[src/rtl/tcm_signature_dumper.sv]
// tcm_signature_dumper
//   On an ecall-commit trigger, latches x3 (and pass = x3 == 1). It then reads
//   DTCM bank A/B rows 0..ROWS-1 and streams every byte out little-endian on a
//   valid/ready byte port: 8 x3 header bytes, then per row A[7:0]..A[63:56],
//   B[7:0]..B[63:56]. This matches the image byte order BASE + row*16 + k.
//
// Ports
//   CLK, RSTn        clock (rising edge), asynchronous active-low reset
//   trig_valid/x3    trigger pulse and x3 value; sampled only in IDLE or DONE
//   dtcm_rd_en/addr  DTCM A+B read strobe and row address
//   dtcm_A/B_rdata   bank data, valid the cycle after dtcm_rd_en
//   byte_valid/data/last/ready  output byte stream
//   busy, done, pass dump in progress, dump complete (sticky), latched x3 == 1
//   state_dbg        current FSM state, for observation only
//
// Handshake: a byte transfers on a rising edge where byte_valid & byte_ready.
// byte_valid is a function of state only, so byte_data/byte_last hold while
// stalled and byte_valid never drops without acceptance. byte_ready only gates
// the state advance.
module tcm_signature_dumper #(
  parameter int AW   = 10,
  parameter int ROWS = 1000
) (
  input  logic          CLK,
  input  logic          RSTn,
  input  logic          trig_valid,
  input  logic [63:0]   trig_x3,
  output logic          dtcm_rd_en,
  output logic [AW-1:0] dtcm_rd_addr,
  input  logic [63:0]   dtcm_A_rdata,
  input  logic [63:0]   dtcm_B_rdata,
  output logic          byte_valid,
  output logic [7:0]    byte_data,
  output logic          byte_last,
  input  logic          byte_ready,
  output logic          busy,
  output logic          done,
  output logic          pass,
  output logic [2:0]    state_dbg
);

  typedef enum logic [2:0] {
    S_IDLE = 3'd0,
    S_HDR  = 3'd1,
    S_RD   = 3'd2,
    S_WAIT = 3'd3,
    S_SEND = 3'd4,
    S_DONE = 3'd5
  } state_t;

  localparam logic [AW-1:0] LAST_ROW = AW'(ROWS - 1);

  state_t         state, state_n;
  logic [127:0]   shreg, shreg_n;
  logic [AW-1:0]  row, row_n;
  logic [3:0]     byte_idx, byte_idx_n;
  logic           pass_q, pass_n;
  logic           accept;

  always_ff @(posedge CLK or negedge RSTn) begin
    if (!RSTn) begin
      state    <= S_IDLE;
      shreg    <= '0;
      row      <= '0;
      byte_idx <= '0;
      pass_q   <= 1'b0;
    end else begin
      state    <= state_n;
      shreg    <= shreg_n;
      row      <= row_n;
      byte_idx <= byte_idx_n;
      pass_q   <= pass_n;
    end
  end

  assign accept = byte_valid & byte_ready;

  always_comb begin
    state_n    = state;
    shreg_n    = shreg;
    row_n      = row;
    byte_idx_n = byte_idx;
    pass_n     = pass_q;
    case (state)
      S_IDLE, S_DONE: begin
        if (trig_valid) begin
          state_n    = S_HDR;
          shreg_n    = {64'd0, trig_x3};
          pass_n     = (trig_x3 == 64'd1);
          row_n      = '0;
          byte_idx_n = '0;
        end
      end
      S_HDR: begin
        if (accept) begin
          shreg_n    = shreg >> 8;
          byte_idx_n = byte_idx + 4'd1;
          if (byte_idx == 4'd7) state_n = S_RD;
        end
      end
      S_RD: begin
        state_n = S_WAIT;
      end
      S_WAIT: begin
        // Read data from the RD cycle is valid now; B occupies the upper half
        // so that bank A bytes go out first.
        shreg_n    = {dtcm_B_rdata, dtcm_A_rdata};
        byte_idx_n = '0;
        state_n    = S_SEND;
      end
      S_SEND: begin
        if (accept) begin
          shreg_n    = shreg >> 8;
          byte_idx_n = byte_idx + 4'd1;
          if (byte_idx == 4'd15) begin
            if (row == LAST_ROW) begin
              state_n = S_DONE;
            end else begin
              row_n   = row + 1'b1;
              state_n = S_RD;
            end
          end
        end
      end
      default: state_n = S_IDLE;
    endcase
  end

  always_comb begin
    byte_valid   = (state == S_HDR) || (state == S_SEND);
    byte_data    = byte_valid ? shreg[7:0] : 8'd0;
    byte_last    = (state == S_SEND) && (row == LAST_ROW) && (byte_idx == 4'd15);
    dtcm_rd_en   = (state == S_RD);
    dtcm_rd_addr = (state == S_RD) ? row : '0;
    busy         = (state == S_HDR) || (state == S_RD) ||
                   (state == S_WAIT) || (state == S_SEND);
    done         = (state == S_DONE);
    pass         = pass_q;
    state_dbg    = state;
  end

endmodule

[config.mk]
export PLATFORM = sky130hd
export DESIGN_NAME = tcm_signature_dumper
export DESIGN_NICKNAME = d
export VERILOG_FILES = /design/src/rtl/tcm_signature_dumper.sv
export SDC_FILE = /design/constraint.sdc
export NUM_CORES = 1
export LEC_CHECK = 0
export BUFFER_PORTS_ARGS = -buffer_cell sky130_fd_sc_hd__buf_2
export CORE_MARGIN = 5
export CORE_UTILIZATION = 35
export CTS_BUF_LIST = sky130_fd_sc_hd__clkbuf_2
export DETAILED_ROUTE_END_ITERATION = 10
export PLACE_DENSITY = 0.56
export SLEW_MARGIN = 30
export SYNTH_ARGS = -nofsm -noshare
export SYNTH_HDL_FRONTEND = slang
export SYNTH_SLANG_ARGS = --single-unit
[constraint.sdc]
create_clock -name CLK -period 4.7 [get_ports CLK]
set_input_delay 0.94 -clock CLK [delete_from_list [all_inputs] [get_ports CLK]]
set_output_delay 0.94 -clock CLK [all_outputs]
set_load 0.05 [all_outputs]
==> parameters.txt <==
Parameter                              Value

Clock network
  Clock H-tree levels    4
  Bufs on Longest Clock Path    2
  Worst-path clk slew    0.31 ns
  Number of clock sinks    146
  Setup Fix Bufs, Post-CTS    0
  Worst-Skew Late Latency    0.75 ns
  Root buffer cell    sky130_fd_sc_hd__clkbuf_2
  Inserted Clock Buffers    17
  Hold buffer count at cts    0
  Number of gates resized after cts    0
  CTS tree    yes

Finish
  Number of inserted filler cells in the final layout    2,675
  Area grow syn2layout    15.94%
  Share of post-route cells with drive strength above 1    28.22%
  Multi-input gate area in the final layout    0.005495 sq mm
  Number of nets at the end of the flow    1,312
  Storage cell area    0.003662 sq mm

Logic synthesis
  Mux share of post-synthesis cell area    14.41%
  Mean instance size in the synthesized netlist    9.954 sq um
  Share of the synthesized area in compound gates (AO/OA/AOI/OAI)    25.94%
  Area fraction in and, or, nand and nor cells after synthesis    15.82%
  Warnings from Yosys    0
  Share of the synthesized area in the top cell type    38.12%
  Cell type with the highest aggregate area in the netlist    sky130_fd_sc_hd__dfrtp_1
  Main combinational cell family by area after synthesis    compound AO/OA/AOI/OAI gates
  Post-synth cell types    53
  Asr flop ratio synth    100.0%
  Xor/xnor cell area share of the yosys netlist    0.3655%
  Proportion of synthesized chip area in sequential cells    38.12%
  Flops & latches, synth    146
  Synthesized-area fraction occupied by adder cells    0.2611%
  Post-Synthesis Net Count    1,161
  Post-synth design cell area    0.009585 sq mm
  Most common flop cell mapped by yosys    sky130_fd_sc_hd__dfrtp_1
  Gate count of the mapped netlist    963
  Number of synthesized flops with an enable pin    0
  Ranking of synthesized cells by area    sky130_fd_sc_hd__dfrtp_1, sky130_fd_sc_hd__mux2i_1, sky130_fd_sc_hd__a221o_1, sky130_fd_sc_hd__a221oi_1, sky130_fd_sc_hd__o211a_1

Die
  Number of I/O pins    223
  Floorplan row count    60
  Die Y    175.5 microns
  Initial standard-cell utilization of the core    35.57%
  Die width    175.5 microns
  Core Region    0.02695 sq mm
  Die area    0.03080 sq mm

Timing
  Final period util    89.86%
  Number of setup violations in the final report    0
  Final-layout setup total negative slack    0 ns
  Slew headroom    37.22%
  Setup repair after global routing missed its margin    no
  Clock skew    0.04782 ns
  Highest attainable clock frequency    0.2368 GHz
  Smallest hold slack    0.1822 ns
  Count of final hold-check violations    0
  Measured slew at the worst slew-check pin    0.9331 ns
  Time the final worst path needs with I/O delays and setup    4.223 ns
  Max-slew violation count    0

Worst setup path
  Required time at the endpoint of the critical path    3.76 ns
  Cells traversed along the worst timing path    inv_1 -> nor3_1 -> and2_1 -> buf_2
  Worst EP arrival    3.28 ns
  Startpoint types    register
  Critical path's slowest cell    sky130_fd_sc_hd__dfrtp_4
  Startpoint of the worst setup timing path    state_dbg[1]
  Worst-case reg-to-reg path depth    5
  Highest net fanout along the worst path    62
  Terminus of the critical flop-to-flop path    shreg[8]
  Origin of the critical flop-to-flop path    state_dbg[1]
  Register-to-register setup slack    1.48 ns
  Critical path buffers and inverters    2
  Top cell family by delay on the critical path    flip-flops
  Delay of the slowest cell on the worst path    1.05 ns
  Start-to-end type of the worst setup path    register to output port
  Setup crit end kind    output port

GRT
  Initial antenna violation count    11
  Aggregate global-route resource usage    19.85%
  Overflow left after global routing    0
  Vias in the first global route    8,370
  Global-route wire length before repair    48.87 mm
  Largest net degree at the start of global routing    106

Route
  DRC marker count from the first detailed-route iteration    658
  Total via count after detailed routing    8,552
  Detailed-routing iteration count for the pre-antenna-repair pass    4
  Mean number of vias per cell    5.814
  Wire per inst    21.59 microns
  Routed wire length    31.76 mm
  Routed Antenna Nets    0
  DR DRC count    0

Power and ir drop
  Sw frac    40.50%
  Pleak    5.269 nW
  Relative contribution of the clock network to total power    18.5%
  Power per cell area    373.8 mW/mm^2
  Max rail drop VDD    138.7 uV
  Comb power frac    36.5%
  Int Pwr    2.472 mW
  Sequential share of power    45.0%
  Net load switching power    1.682 mW

Placed design
  PortBufs    222
  Routability cong.    0.8182
  DPL Wire Length    21.40 mm

Worst hold path
  Kind of path behind the tightest hold check    input port to asynchronous set/reset pin

Run
  MaxCap Viol Count    0

Status
  Outcome    finished, final reports clean
==> kinds of logic after synthesis <==
kind of cell               after synthesis
DFF                                    146
AOI/OAI and AO/OA                      287
muxes                                  130
and+or+nand+nor                        283
adders and majority gates                2
xor gates and xnor gates                 4
buffers and inverters                  111
==> routing by layer <==
layer  vias up  GRT usage, %  wire (microns)
li1       4040             -               -
met1      4203         28.01           14680
met2       250         31.29           14560
met3        41         4.821            1945
met4        18         3.931             448
met5         -             0             126
==> registers in the layout, indices dropped and copies added (netlist names) <==
| signal | count |
|---|---|
| byte_idx | 4 |
| state_dbg | 3 |
| row | 10 |
| pass | 1 |
| shreg | 128 |
==> through the flow <==
step	std cells	cell area (sq um)	total power, mW	setup WS (ns)	util [%]
floorplan	963	9585	2.935	0.5661	-
global placement	1436	10850	3.399	1.287	40.26
detailed placement	1436	10850	3.427	1.270	40.27
CTS	1468	11100	4.195	0.3657	41.18
global route	1470	11110	4.433	0.1887	41.23
finish	1471	11110	4.154	0.4765	41.23
==> cells in the mapped netlist, types with 2 or more instances <==
cell and count:
sky130_fd_sc_hd__nor3_1 68, sky130_fd_sc_hd__nor4_1 22, sky130_fd_sc_hd__a221oi_1 64, sky130_fd_sc_hd__mux2_2 37, sky130_fd_sc_hd__o21a_1 64, sky130_fd_sc_hd__o21ai_1 2, sky130_fd_sc_hd__o211a_1 56, sky130_fd_sc_hd__and2_1 17
sky130_fd_sc_hd__dfrtp_1 146, sky130_fd_sc_hd__o211ai_1 2, sky130_fd_sc_hd__ha_1 2, sky130_fd_sc_hd__nand3b_1 4, sky130_fd_sc_hd__nand4_1 9, sky130_fd_sc_hd__nor2b_1 67, sky130_fd_sc_hd__nor2_1 71, sky130_fd_sc_hd__mux2_1 27
sky130_fd_sc_hd__buf_2 25, sky130_fd_sc_hd__nand2_1 5, sky130_fd_sc_hd__xnor2_1 4, sky130_fd_sc_hd__a31oi_1 10, sky130_fd_sc_hd__and4_1 2, sky130_fd_sc_hd__a21oi_1 5, sky130_fd_sc_hd__a22o_1 8, sky130_fd_sc_hd__buf_4 2
sky130_fd_sc_hd__buf_1 5, sky130_fd_sc_hd__clkbuf_2 2, sky130_fd_sc_hd__clkbuf_1 67, sky130_fd_sc_hd__mux2i_1 66, sky130_fd_sc_hd__o22ai_1 2, sky130_fd_sc_hd__nand2b_1 4, sky130_fd_sc_hd__nand3_1 5, sky130_fd_sc_hd__buf_6 4
sky130_fd_sc_hd__o21ai_0 9, sky130_fd_sc_hd__a221o_1 56, sky130_fd_sc_hd__inv_1 6
==> cells in the final DEF, fill, tap and decap left out, types with 3 or more instances in the layout <==
cell type,Yosys,layout
sky130_fd_sc_hd__diode_2,0,3
sky130_fd_sc_hd__buf_4,2,12
sky130_fd_sc_hd__nor4_1,22,22
sky130_fd_sc_hd__inv_1,6,6
sky130_fd_sc_hd__a221oi_1,64,64
sky130_fd_sc_hd__mux2i_1,66,66
sky130_fd_sc_hd__buf_2,25,221
sky130_fd_sc_hd__nor2b_1,67,66
sky130_fd_sc_hd__clkinvlp_4,0,4
sky130_fd_sc_hd__o21a_1,64,64
sky130_fd_sc_hd__nand3_1,5,5
sky130_fd_sc_hd__nor2_1,71,67
sky130_fd_sc_hd__nand2b_1,4,4
sky130_fd_sc_hd__and2_1,17,17
sky130_fd_sc_hd__a31oi_1,10,10
sky130_fd_sc_hd__a221o_1,56,56
sky130_fd_sc_hd__inv_8,0,8
sky130_fd_sc_hd__mux2_2,37,37
sky130_fd_sc_hd__a22o_1,8,8
sky130_fd_sc_hd__nand3b_1,4,4
sky130_fd_sc_hd__nand2_1,5,5
sky130_fd_sc_hd__o21ai_0,9,9
sky130_fd_sc_hd__a21oi_1,5,5
sky130_fd_sc_hd__nor2_4,0,4
sky130_fd_sc_hd__dfrtp_1,146,143
sky130_fd_sc_hd__o211a_1,56,56
sky130_fd_sc_hd__xnor2_1,4,4
sky130_fd_sc_hd__clkbuf_2,2,17
sky130_fd_sc_hd__nand4_1,9,9
sky130_fd_sc_hd__mux2_1,27,27
sky130_fd_sc_hd__nor3_1,68,68
==> power by group through the flow <==
stage | registers [mW] | clock network, mW | logic (mW)
after floorplan | 1.77 | 0 | 1.16
after global placement | 1.89 | 0 | 1.51
after detailed placement | 1.90 | 0 | 1.53
after CTS | 1.87 | 0.794 | 1.53
after global routing | 1.91 | 0.847 | 1.67
final | 1.87 | 0.767 | 1.52
==> layout make-up <==
type / instances / area share [%]
Sequential cell: 146 / 32.95
Clock buffer: 17 / 0.7656
Multi-Input combinational cell: 706 / 49.45
Timing Repair Buffer: 237 / 11.27
Antenna cell: 3 / 0.06755
Inverter: 6 / 0.2027
Tap cell: 341 / 3.839
Clock inverter: 15 / 1.452
==> worst max-delay path by stage <==
stage	cells past startpoint	end
floorplan	6	dtcm_rd_addr[0]
CTS	4	dtcm_rd_addr[9]
global route	4	dtcm_rd_addr[9]
finish	4	dtcm_rd_addr[9]
global placement	4	dtcm_rd_addr[9]
detailed placement	4	dtcm_rd_addr[9]
No activity file was read; power rests on OpenSTA's default activity.
